--- src/rtl/dot_product_engine.sv ---
// -----------------------------------------------------------------------------
// dot_product_engine
//
// Computes NUM_VECTORS dot products per run. Each vector pair is VECTOR_WIDTH
// unsigned elements read from two source memories (A and B) that share one
// read strobe and one address. Memory data arrives one cycle after the read
// strobe; each element product is accumulated at full width.
//
// Per vector pair: FETCH (VECTOR_WIDTH cycles) -> DRAIN -> EMIT -> DONE.
//
// Ports
//   clk                 rising-edge clock
//   rst_n               asynchronous active-low reset
//   start               begins a run when sampled high in IDLE
//   read_en             read strobe for both source memories
//   read_address        shared read address (wraps modulo 2^ADDR_WIDTH)
//   a_data, b_data      element data, valid one cycle after read_en
//   dot_product_result  registered result, held between EMIT cycles
//   result_valid        one-cycle pulse per completed vector pair (EMIT)
//   processing_done     one-cycle pulse the cycle after result_valid (DONE)
//   busy                high in every state except IDLE
// -----------------------------------------------------------------------------
module dot_product_engine #(
    parameter int DATA_WIDTH   = 8,
    parameter int VECTOR_WIDTH = 4,
    parameter int ADDR_WIDTH   = 4,
    parameter int NUM_VECTORS  = 4,
    parameter int RESULT_WIDTH = 2 * DATA_WIDTH + $clog2(VECTOR_WIDTH)
) (
    input  logic                    clk,
    input  logic                    rst_n,
    input  logic                    start,
    output logic                    read_en,
    output logic [ADDR_WIDTH-1:0]   read_address,
    input  logic [DATA_WIDTH-1:0]   a_data,
    input  logic [DATA_WIDTH-1:0]   b_data,
    output logic [RESULT_WIDTH-1:0] dot_product_result,
    output logic                    result_valid,
    output logic                    processing_done,
    output logic                    busy
);

    localparam int EIDX_W = (VECTOR_WIDTH > 1) ? $clog2(VECTOR_WIDTH) : 1;
    // vec_idx must be able to hold NUM_VECTORS itself after the last DONE.
    localparam int VIDX_W = $clog2(NUM_VECTORS + 1);

    localparam logic [EIDX_W-1:0] ELEM_LAST = EIDX_W'(VECTOR_WIDTH - 1);
    localparam logic [VIDX_W-1:0] VEC_COUNT = VIDX_W'(NUM_VECTORS);

    typedef enum logic [2:0] {
        IDLE,
        FETCH,
        DRAIN,
        EMIT,
        DONE
    } state_t;

    state_t                  state;
    state_t                  next_state;

    logic [EIDX_W-1:0]       elem_idx;
    logic [VIDX_W-1:0]       vec_idx;
    logic [VIDX_W-1:0]       vec_idx_inc;
    logic [ADDR_WIDTH-1:0]   addr_q;
    logic [RESULT_WIDTH-1:0] acc;
    logic [RESULT_WIDTH-1:0] acc_sum;
    logic [RESULT_WIDTH-1:0] result_q;
    logic [2*DATA_WIDTH-1:0] product;
    logic                    data_pending;
    logic                    clear_run;
    logic                    clear_acc;

    // -------------------------------------------------------------------------
    // State register
    // -------------------------------------------------------------------------
    always_ff @(posedge clk or negedge rst_n) begin
        if (!rst_n) begin
            state <= IDLE;
        end else begin
            state <= next_state;
        end
    end

    // -------------------------------------------------------------------------
    // Next-state logic and run-control strobes
    // -------------------------------------------------------------------------
    assign vec_idx_inc = vec_idx + 1'b1;

    always_comb begin
        next_state = state;
        clear_run  = 1'b0;
        clear_acc  = 1'b0;
        case (state)
            IDLE: begin
                if (start) begin
                    next_state = FETCH;
                    clear_run  = 1'b1;
                    clear_acc  = 1'b1;
                end
            end
            FETCH: begin
                if (elem_idx == ELEM_LAST) begin
                    next_state = DRAIN;
                end
            end
            DRAIN: begin
                next_state = EMIT;
            end
            EMIT: begin
                next_state = DONE;
            end
            DONE: begin
                if (vec_idx_inc < VEC_COUNT) begin
                    next_state = FETCH;
                    clear_acc  = 1'b1;
                end else begin
                    next_state = IDLE;
                end
            end
            default: begin
                next_state = IDLE;
            end
        endcase
    end

    // -------------------------------------------------------------------------
    // Datapath
    // -------------------------------------------------------------------------
    assign product = {{DATA_WIDTH{1'b0}}, a_data} * {{DATA_WIDTH{1'b0}}, b_data};
    assign acc_sum = acc + RESULT_WIDTH'(product);

    // The address is vec_idx*VECTOR_WIDTH + elem_idx, which advances by one
    // on every FETCH cycle across the whole run, so a free-running counter
    // that wraps at ADDR_WIDTH bits produces the same sequence without a
    // multiplier.
    always_ff @(posedge clk or negedge rst_n) begin
        if (!rst_n) begin
            elem_idx     <= '0;
            vec_idx      <= '0;
            addr_q       <= '0;
            acc          <= '0;
            result_q     <= '0;
            data_pending <= 1'b0;
        end else begin
            data_pending <= (state == FETCH);

            if (clear_run) begin
                vec_idx <= '0;
                addr_q  <= '0;
            end else if (state == FETCH) begin
                addr_q  <= addr_q + 1'b1;
            end else if (state == DONE) begin
                vec_idx <= vec_idx_inc;
            end

            if (clear_acc) begin
                elem_idx <= '0;
            end else if (state == FETCH) begin
                elem_idx <= (elem_idx == ELEM_LAST) ? '0 : elem_idx + 1'b1;
            end

            // Data returned for the previous cycle's read is summed here; the
            // clear only happens in IDLE/DONE where no read is outstanding.
            if (clear_acc) begin
                acc <= '0;
            end else if (data_pending) begin
                acc <= acc_sum;
            end

            // DRAIN absorbs the last product, so capture the completed sum
            // directly so it is already registered during EMIT.
            if (state == DRAIN) begin
                result_q <= acc_sum;
            end
        end
    end

    // -------------------------------------------------------------------------
    // Outputs
    // -------------------------------------------------------------------------
    assign read_en            = (state == FETCH);
    assign read_address       = (state == FETCH) ? addr_q : '0;
    assign dot_product_result = result_q;
    assign result_valid       = (state == EMIT);
    assign processing_done    = (state == DONE);
    assign busy               = (state != IDLE);

endmodule

--- config.mk ---
export PLATFORM = sky130hd
export DESIGN_NAME = dot_product_engine
export DESIGN_NICKNAME = d
export VERILOG_FILES = /design/src/rtl/dot_product_engine.sv
export SDC_FILE = /design/constraint.sdc
export NUM_CORES = 1
export LEC_CHECK = 0
export ABC_AREA = 1
export CELL_PAD_IN_SITES_DETAIL_PLACEMENT = 1
export CELL_PAD_IN_SITES_GLOBAL_PLACEMENT = 1
export CORE_ASPECT_RATIO = 0.6
export CORE_MARGIN = 8
export CORE_UTILIZATION = 40
export CTS_BUF_LIST = sky130_fd_sc_hd__clkbuf_4 sky130_fd_sc_hd__clkbuf_8 sky130_fd_sc_hd__clkbuf_16
export DETAILED_ROUTE_END_ITERATION = 10
export PLACE_DENSITY_LB_ADDON = 0.12
export SETUP_SLACK_MARGIN = 0.2
export SLEW_MARGIN = 0
export SYNTH_ARGS = -nofsm -noshare
export SYNTH_HDL_FRONTEND = slang
export SYNTH_SLANG_ARGS = --single-unit
--- constraint.sdc ---
create_clock -name clk -period 8.4 [get_ports clk]
set_input_delay 1.26 -clock clk [delete_from_list [all_inputs] [get_ports clk]]
set_output_delay 1.26 -clock clk [all_outputs]
set_load 0.02 [all_outputs]
# Word-level counts from Yosys, hierarchy flattened
# Cells that the tools add are included.
# word_totals
elab_cells	48
input_bits	19
register_bits	49
output_inout_bits	26
# op_classes
eq_ne	8
muxes	19
reduce_logical	8
n_mul	1
magnitude_cmp	1
add_sub_neg	4
# op_table
op	count
$mux W18	2
$add A18 B16 Y18	1
$mul A8 B8 Y16	1
$mux W3	5
$pmux W3 S5	1
$mux W4	3
$reduce_bool A2 Y1	4
$eq A3 B2 Y1 const B	2
$mux W2	3
$add A4 B1 Y4 const B	1
$mux W1	4
$ne A2 B1 Y1 const B	2
$reduce_and A2 Y1	2
$add A3 B1 Y3 const B	1
$eq A3 B1 Y1 const B	1
$eq A3 B3 Y1 const B	1
$logic_not A3 Y1	1
$lt A3 B3 Y1 const B	1
$reduce_bool A3 Y1	1
$add A2 B1 Y2 const B	1
$eq A2 B2 Y1 const B	1
$ne A2 B2 Y1 const B	1
$pmux W1 S2	1

# Logic depth before layout (Yosys ltp)
# logic_depth
ltp_word	5
depth_mapped	21

# Worst setup path after synthesis
# OpenSTA, ideal clock, no wires.
# synth_path
kind	input to register
start	input port a_data[5]
end	register result_q[17] (netlist: dot_product_result[17])
cell_stages	17
arrival_time_ps	4742
setup_time_ps	118
path_slack_ps	3540
cell_sequence	clkbuf_1 > nand2_1 > fa_1 > inv_1 > fa_1 > inv_1 > fa_1 > fa_1 > inv_1 > ha_1 > or2_2 > nand3_1 > nand2_1 > nand2_1 > nand3_1 > nand3_1 > nand2_1
# synth_via
elab_chain_len	2
# synth_lines
element	line_no	rtl
start: declaration	35	input logic [DATA_WIDTH-1:0] a_data,
$mul A8 B8 Y16	129	assign product = {{DATA_WIDTH{1'b0}}, a_data} * {{DATA_WIDTH{1'b0}}, b_data};
$add A18 B16 Y18	130	assign acc_sum = acc + RESULT_WIDTH'(product);
end signal: assignment	173	result_q <= acc_sum;
end: declaration	67	logic [RESULT_WIDTH-1:0] result_q;
# No other way between the ends.
# A chain may end at the register's enable or synchronous reset.

# Worst setup path in the final report
# layout_path
start	input port a_data[5]
end	register acc[13]
# layout_via
elab_chain_len	4
# layout_lines
element	line_no	rtl
$mul A8 B8 Y16	129	
$add A18 B16 Y18	130	
$mux W18	166	end else if (data_pending) begin
$mux W18	164	if (clear_acc) begin
end signal: assignment	167	acc <= acc_sum;
end: declaration	65	logic [RESULT_WIDTH-1:0] acc;
# No other way between the ends. The select of a mux whose other input is x is not followed.

==> out/qor.yml <==
gp_congestion: 0.8095
syn-num-nets: 752
num_io_pins: 45
routed_wirelength_um: 12600
synthFlopType: "dfrtp_1"
cp-end-kind: "register"
ant_nets: 0
r2r_slack_ns: 4.43
path_class: "primary input to register"
ys_top_cells_by_area: "dfrtp_1 25%, fa_1 21%, nand2_1 16%"
grt_pass1_wl_um: 21860
worstMarginPinSlew_ns: 1.243
dp_cells: 829
placed_cell_area_um2: 5433
start_util_pct: 40.72
final_util_pct: 46.55
finalCritPeriodShare_pct: 63.40
topRoutingLayerUsed: "met4"
finalMaxSlewViolations: 0
clkTransAtPathRegs_ns: 0.07
synth_edf_count: 0
tns_ns: 0
grt_setup_unrepaired: "false"
ys_warn_count: 0
fin_nets: 783
core_um2: 11990
ctsResizeCount: 0
clock_sinks: 49
relSlewSlack_pct: 16.68
ys_seq_elements: 49
die_w_um: 158.6
dieArea_um2: 16110
firstDrtPassIters: 4
dr_wl_met3_um: 440
critPathMaxFanout: 8
layoutNonFillerInstCount: 837
synth_common_cells: "202 x nand2_1, 162 x inv_1, 50 x fa_1"
num_vias: 4022
finalInstanceArea_um2: 5579
peakVddDrop_mv: 0.1479
grt_max_degree: 50
final.min_clock_period_ns: 5.325
root_buffer: "clkbuf_16"
setup_viol: 0
syn_area_um2: 4881
route.met2.wl_um: 5696
drv_cap: 0
finalHoldViolCount: 0
std_cell_rows: 31
dpl.hpwl_um: 10600
htree_levels: 2
synth.largest_area_cell: "dfrtp_1"
numCtsBuffers: 5
yosysUniqueCellTypes: 31
hp-class: "register to register"
syn_area_per_cell_um2: 7.626
layout-drive-gt1-share_pct: 4.167
vias_per_cell: 4.805
ys_seq_area_share_pct: 25.12
arrival_ns: 5.51
clk_path_buf_depth: 2
power_density_nw_per_um2: 420.4
drcViolationCount: 0
yosysMostFrequentCell: "nand2_1"
whs_ns: 0.4760
drt-met1-wl_um: 6405
die_h_um: 101.6
holdBufCountCts: 0
fin_worst_skew_ns: 0.005047
p_leak_nw: 3.249
track_usage_pct: 16.94
globalRouteOverflowTotal: 0
status: "finished clean"
synth_top_area_share_pct: 25.12
wl_per_cell_um: 15.06
grt_pass1_vias: 4396
post-cts-setup-buffers: 0
syn_inst: 640
cts_tree: "yes"
fmax_mhz: 187.8
async_flop_share_pct: 100.0
syn2layout_area_growth_pct: 14.30
cp-start-kind: "primary input"
antenna_found_initial: 0
antennaDiodeCount: 0
io_buffer_count: 44
worstPathRequired_ns: 8.58
clk_latency_ns: 0.29
drtIter0Drc: 150
## cell type report
type	count	area, um2
repair buffers	45	442.9
fillers	1498	6406
inverters	168	630.6
well taps	165	206.4
multi-input cells	402	2927
clock inverters	2	13.76
clock buffers	6	132.6
flip-flops and latches	49	1226
## power by group
part	switching (mW)	total [mW]	internal, mW	leakage [nW]
sequential	0.0682	0.413	0.345	0.625
combinational	1.09	1.72	0.631	2.55
clock	0.0964	0.211	0.115	0.0747
## logic make-up (layout without fill, tap and decap cells)
kind of cell | after synthesis | count (layout) | share of synthesized area, %
adder cells (fa/ha/maj) | 93 | 93 | 31.53
AND/OR/NAND/NOR | 263 | 263 | 22.38
buffers and inverters | 189 | 221 | 14.92
AO/OA/AOI/OAI | 37 | 37 | 4.435
flip-flops | 49 | 49 | 25.12
XOR/XNOR | 9 | 9 | 1.615
## metal layers
layer | track usage [%] | vias to the layer above
met1 | 24.41 | 2036
met2 | 26.86 | 46
met3 | 2.812 | 6
li1 | - | 1934
met4 | 2.091 | 0
met5 | 0 | -
## through the flow
step	total power, mW	setup slack (ns)
after floorplan	1.643	3.540
after global placement	2.088	2.795
after detailed placement	2.149	2.762
after CTS	2.384	3.067
after global routing	2.628	2.813
final	2.345	3.075
## state kept, by name (all words and copies together), names as in the netlist
register	count
dot_product_result	18
state	3
elem_idx	2
vec_idx	3
acc	18
data_pending	1
addr_q	4
## cell usage in the layout (no fill, tap or decap), drive strengths merged, types with 14 or more instances in the layout
master	synthesis	routed
a21oi	14	14
clkdlybuf4s50	0	43
dfrtp	49	49
fa	50	50
ha	43	43
inv	168	169
nand2	206	206
nand3	25	25
nor2	22	22
o21ai	15	15
## worst max-delay path, cell delays in order
cell and delay [ns]:
clkdlybuf4s50_1 0.68, nand2_1 0.13, fa_1 0.51, inv_1 0.05, fa_1 0.49, inv_1 0.05
fa_1 0.47, fa_1 0.56, inv_1 0.05, ha_1 0.35, or2_2 0.29, nand3_1 0.09
nand2_1 0.13, nand2_1 0.12, nand3b_1 0.11, nand3_1 0.11, nand2_1 0.06
## path summary, 6_finish.rpt
path | from | end | cells after the start
min in group asynchronous | rst_n | dot_product_result[14] | 2
worst max register to register | acc[6] | acc[13] | 16
worst min register to register | dot_product_result[0] | dot_product_result[0] | 2
worst max-delay path | a_data[5] | acc[13] | 17
worst min-delay path | dot_product_result[0] | dot_product_result[0] | 2
max in group asynchronous | rst_n | dot_product_result[1] | 2
Note: power is estimated with default switching activity, not from simulation.
